File: src/rtl/muldiv_unit.sv
// muldiv_unit: iterative MIPS multiply/divide unit with HI/LO register pair.
// Ports: clk, rst (async, active-high); start_i, op_i (00 MULT, 01 MULTU,
// 10 DIV, 11 DIVU), a_i/b_i operands; we_hi_i/we_lo_i/wd_i MTHI/MTLO writes;
// busy_o to the hazard unit; done_o result pulse; hi_o/lo_o register reads.
// Define MULDIV_FAST_MUL_EN for a single-cycle combinational multiply.
module muldiv_unit #(
  parameter int WIDTH = 32
) (
  input  logic             clk,
  input  logic             rst,
  input  logic             start_i,
  input  logic [1:0]       op_i,
  input  logic [WIDTH-1:0] a_i,
  input  logic [WIDTH-1:0] b_i,
  input  logic             we_hi_i,
  input  logic             we_lo_i,
  input  logic [WIDTH-1:0] wd_i,
  output logic             busy_o,
  output logic             done_o,
  output logic [WIDTH-1:0] hi_o,
  output logic [WIDTH-1:0] lo_o
);
  localparam int CW = $clog2(WIDTH + 1);
  typedef enum logic [1:0] {IDLE, MUL, DIV, FIX} state_t;
  state_t state_q, state_d;
  logic [CW-1:0] cnt_q;
  logic [WIDTH-1:0] rem_q, quo_q, dv_q, hi_q, lo_q;
  logic div_q, qneg_q, rneg_q, dz_q, done_q;
  logic sa, sb, last;
  logic [WIDTH-1:0] mag_a, mag_b, res_hi, res_lo;
  logic [WIDTH:0] trial, diff;
  logic [2*WIDTH-1:0] prod, prod_fix;
`ifndef MULDIV_FAST_MUL_EN
  logic [WIDTH:0] mul_sum;
`endif
  always_ff @(posedge clk or posedge rst)
    if (rst) state_q <= IDLE;
    else state_q <= state_d;
  always_comb begin
    state_d = state_q;
    unique case (state_q)
      IDLE: state_d = start_i ? (op_i[1] ? DIV : MUL) : IDLE;
`ifdef MULDIV_FAST_MUL_EN
      MUL:  state_d = FIX;
`else
      MUL:  state_d = last ? FIX : MUL;
`endif
      DIV:  state_d = last ? FIX : DIV;
      FIX:  state_d = IDLE;
    endcase
  end
  always_comb begin
    sa = ~op_i[0] & a_i[WIDTH-1];
    sb = ~op_i[0] & b_i[WIDTH-1];
    mag_a = sa ? -a_i : a_i;
    mag_b = sb ? -b_i : b_i;
    last = cnt_q == CW'(WIDTH - 1);
`ifndef MULDIV_FAST_MUL_EN
    mul_sum = {1'b0, rem_q} + (quo_q[0] ? {1'b0, dv_q} : '0);
`endif
    // Restoring step: one extra bit so the trial subtract never wraps.
    trial = {rem_q, quo_q[WIDTH-1]};
    diff = trial - {1'b0, dv_q};
    prod = {rem_q, quo_q};
    prod_fix = qneg_q ? -prod : prod;
    res_hi = div_q ? (rneg_q ? -rem_q : rem_q) : prod_fix[2*WIDTH-1:WIDTH];
    // Divide by zero: remainder already equals a after sign fix; force LO to -1.
    res_lo = div_q ? (dz_q ? '1 : (qneg_q ? -quo_q : quo_q)) : prod_fix[WIDTH-1:0];
    busy_o = state_q != IDLE;
    done_o = done_q;
    hi_o = hi_q;
    lo_o = lo_q;
  end
  always_ff @(posedge clk or posedge rst)
    if (rst) begin
      cnt_q <= '0;
      rem_q <= '0;
      quo_q <= '0;
      dv_q <= '0;
      hi_q <= '0;
      lo_q <= '0;
      div_q <= 1'b0;
      qneg_q <= 1'b0;
      rneg_q <= 1'b0;
      dz_q <= 1'b0;
      done_q <= 1'b0;
    end else begin
      done_q <= state_q == FIX;
      unique case (state_q)
        IDLE:
          if (start_i) begin
            // Multiply: dv holds multiplicand, quo the shifting multiplier.
            // Divide: dv holds divisor, quo the shifting dividend.
            dv_q <= op_i[1] ? mag_b : mag_a;
            quo_q <= op_i[1] ? mag_a : mag_b;
            rem_q <= '0;
            cnt_q <= '0;
            div_q <= op_i[1];
            qneg_q <= sa ^ sb;
            rneg_q <= sa;
            dz_q <= b_i == '0;
          end else begin
            if (we_hi_i) hi_q <= wd_i;
            if (we_lo_i) lo_q <= wd_i;
          end
        MUL: begin
`ifdef MULDIV_FAST_MUL_EN
          {rem_q, quo_q} <= {{WIDTH{1'b0}}, dv_q} * {{WIDTH{1'b0}}, quo_q};
`else
          {rem_q, quo_q} <= {mul_sum, quo_q[WIDTH-1:1]};
          cnt_q <= cnt_q + CW'(1);
`endif
        end
        DIV: begin
          rem_q <= diff[WIDTH] ? trial[WIDTH-1:0] : diff[WIDTH-1:0];
          quo_q <= {quo_q[WIDTH-2:0], ~diff[WIDTH]};
          cnt_q <= cnt_q + CW'(1);
        end
        FIX: begin
          hi_q <= res_hi;
          lo_q <= res_lo;
        end
      endcase
    end
endmodule

File: config.mk
export PLATFORM = sky130hd
export DESIGN_NAME = muldiv_unit
export DESIGN_NICKNAME = d
export VERILOG_FILES = /design/src/rtl/muldiv_unit.sv
export SDC_FILE = /design/constraint.sdc
export NUM_CORES = 1
export LEC_CHECK = 0
export BUFFER_PORTS_ARGS = -buffer_cell sky130_fd_sc_hd__buf_4
export CORE_ASPECT_RATIO = 1.25
export CORE_MARGIN = 3
export CORE_UTILIZATION = 53
export DETAILED_ROUTE_END_ITERATION = 7
export PLACE_DENSITY = 0.71
export SLEW_MARGIN = 30
export SYNTH_ARGS = -nofsm -noshare
export SYNTH_HDL_FRONTEND = slang
export SYNTH_SLANG_ARGS = --single-unit
File: constraint.sdc
create_clock -name clk -period 8.15 [get_ports clk]
set_input_delay 1.63 -clock clk [delete_from_list [all_inputs] [get_ports clk]]
set_output_delay 1.63 -clock clk [all_outputs]
set_load 0.01 [all_outputs]
==> out/results.ini <==
[global_routing]
grt_first_pass_wirelength_um=75900
grt_overflow_total=0
grt_start_max_net_pins=81
globalRouteTotalUtil=0.322
grt_antenna_before_repair=0
number_of_global_route_vias_before_repair=13830

[die]
chipWidth_um=155
fp.dieH_um=192
core_region_area_sq_mm=0.0271
floorplan.io_pins=169
die-area_sq_mm=0.0298
core.rowCount=67
initial_core_utilization=0.544

[clocking]
tritoncts_clock_tree=yes
number_of_instances_resized_during_post_cts_repair=0
maximum_level_of_the_cts_h_tree=4
clock_pin_slew_on_the_worst_setup_and_hold_paths_ns=0.08
clk_path_buf_depth=2
cts_hold_buffers=0
post_cts.repair.setup_buffers=0
cts_buffer_count=17
root_buffer_selected_by_cts=clkbuf_16
clock_sinks=173
clk_latency_ns=0.45

[detailed_routing]
first_iter_violations=1253
finalWirelength_um=48900
routedWlPerCell_um=21.0
avgViaCountPerCell=6.31
antenna_left=0
vias=14662
drt_first_pass_iters=6
drc_errors=0

[placement]
postPlaceCellArea_sq_mm=0.0161
placement.io_buffers=168
detailedPlacementHpwl_um=37300
dp_slack_ns=3.45
finalWeightedCongestion=1.02

[sta]
fin_ws_ns=3.37
maxClockFrequency_mhz=209
max_slew.worst_pin.slew_ns=0.999
timing_max_transition_violations_final=0
final_period_demand_of_the_worst_path_ns=4.78
report.final.setup_viol=0
grt_setup_unrepaired=no
finalHoldViolCount=0
worst_clock_skew_ns=0.0135
period_share=0.587
timing.slew.headroom=0.333
timing.setup.tns_ns=0

[job]
max_cap_violations=0

[final_layout]
post_route_cells_drive_above_1_share=0.126
fillers=2396
insertedDiodeCount=0
synthToLayoutAreaGrowth_pct=13.7
post-route-cell-area_sq_mm=0.0167
postLayoutCoreUtil=0.619
nets=2145

[synth]
synth.yosys.warnings=0
synth_fp_nets=2063
synth.mux.area_fraction=0.0459
library_cell_with_the_largest_summed_area_after_synthesis=dfrtp_1
synth.yosys.seq_area_share=0.294
yosys_most_used_dff=dfrtp_1
synth_simple_gate_area_frac=0.186
synth.most_common_cell=nand2_1
xor_xnor_portion_of_the_synthesized_cell_area=0.0999
synth_async_sr_flop_share=1.00
synthDistinctLibCells=73
synth_area_per_cell_sq_um=7.81
synth_top_cells_by_count=nand2_1 (215), nor2_1 (193), o21ai_0 (175), dfrtp_1 (173), a21oi_1 (172)
yosys.area.top_type_share=0.294
number_of_enable_type_register_cells_in_the_synthesized_netlist=0
synth_seq_cells=173
netlist_top_cells_area=dfrtp_1 (29%), xnor2_1 (7.1%), ha_1 (6.2%)
synth-adder-area-share=0.0647
syn-instance-count=1885
synth_top_family_by_area=compound AO/OA/AOI/OAI gates
synth_compound_area_frac=0.260
post_synth_instance_area_sq_mm=0.0147

[power]
worst_ir_drop_vdd_mv=0.306
power.density_cell_area_mw_per_mm2=347
p_total_w=0.00581
power.static_leakage_nw=7.56

[worst_setup_path]
crit_path_end_kind=register
critPathLaunchType=register
cp_max_fo=36
crit_arrival_ns=5.12
worst_ep_required_time_ns=8.48
crit_type=reg -> reg

[min_path]
holdCritPathClass=reg -> reg

[status]
run_status=finished clean

## cell type report
class,count,area (sq um),share of cell area
tap,345,432,0.0258
inverter,67,256,0.0153
clock buffer,17,425,0.0254
multi-input combinational,1521,9730,0.581
clock inverter,15,174,0.0104
timing repair buffer,187,1410,0.0840
sequential,173,4330,0.258
## logic make-up (layout without fill, tap and decap cells)
logic type,Yosys count,count (layout)
AOI/OAI and AO/OA,609,609
xor gates and xnor gates,168,168
adders and majority gates,75,75
buffers and inverters,191,286
DFF,173,173
muxes,67,67
and+or+nand+nor,602,602
## final timing paths
| check | start | to | slack (ns) | depth (start not counted) |
|---|---|---|---|---|
| setup / recovery | quo_q[31] | rem_q[0] | 3.37 | 13 |
| hold / removal | hi_o[22] | hi_o[22] | 0.48 | 2 |
| setup reg to reg | quo_q[31] | rem_q[0] | 3.37 | 13 |
| hold reg to reg | hi_o[22] | hi_o[22] | 0.48 | 2 |
| max in group asynchronous | rst | dv_q[8] | 5.78 | 3 |
| min in group asynchronous | rst | hi_o[23] | 1.24 | 2 |
## routing by layer
| metal | share of wire | wire, um | up-vias | track usage |
|---|---|---|---|---|
| met5 | 0 | 0 | - | 0 |
| met4 | 0.062 | 3030 | 0 | 0.188 |
| met3 | 0.065 | 3180 | 132 | 0.0366 |
| met2 | 0.47 | 23100 | 674 | 0.533 |
| met1 | 0.40 | 19600 | 6891 | 0.407 |
| li1 | - | - | 6965 | - |
## metrics by stage
| stage | hold WS, ns | instances |
|---|---|---|
| after floorplan | 0.439 | 1885 |
| after global placement | 0.463 | 2293 |
| after detailed placement | 0.471 | 2293 |
| after CTS | 0.487 | 2325 |
| after global routing | 0.518 | 2325 |
| final | 0.480 | 2325 |
## critical path, cell delays in order, from the launching register on
cell and delay, ns:
dfrtp_1 0.50, inv_1 0.11, ha_1 0.24, fa_1 0.41, nand2b_1 0.18, a21oi_1 0.34
o21ai_0 0.33, a2111oi_2 0.67, o31ai_1 0.29, o2111a_1 0.31, nor3_2 0.16, buf_4 0.53
mux2_2 0.41, o221ai_1 0.16
## sequential cells by signal, indices dropped and copies added (netlist names)
| signal | cells |
|---|---|
| cnt_q | 6 |
| div_q | 1 |
| done_o | 1 |
| dv_q | 32 |
| dz_q | 1 |
| hi_o | 32 |
| lo_o | 32 |
| qneg_q | 1 |
| quo_q | 32 |
| rem_q | 32 |
| rneg_q | 1 |
| state_q | 2 |
## power breakdown
group / switching (W) / total [W] / internal, W / leakage, nW
clock: 0.000411 / 0.000848 / 0.000437 / 0.275
sequential: 0.000425 / 0.00162 / 0.00119 / 2.21
combinational: 0.00200 / 0.00335 / 0.00135 / 5.08
total: 0.00284 / 0.00581 / 0.00298 / 7.56
## cell usage in the layout, fill, tap and decap left out, drive strengths merged, types with 12 or more instances in the layout
| master | count |
|---|---|
| dfrtp | 173 |
| nor2b | 18 |
| a21oi | 172 |
| nand3 | 34 |
| a22oi | 44 |
| xor2 | 49 |
| nand4 | 13 |
| xnor2 | 119 |
| o41ai | 16 |
| ha | 73 |
| nand2 | 215 |
| or3 | 19 |
| nor4 | 12 |
| a21o | 30 |
| o31ai | 25 |
| clkbuf | 17 |
| or4 | 19 |
| o221ai | 31 |
| mux2i | 63 |
| buf | 187 |
| o22ai | 31 |
| o211ai | 14 |
| nor3 | 25 |
| nor2 | 193 |
| inv | 72 |
| o21ai | 177 |
| nand2b | 18 |
Power figures use the tool's default switching activity.
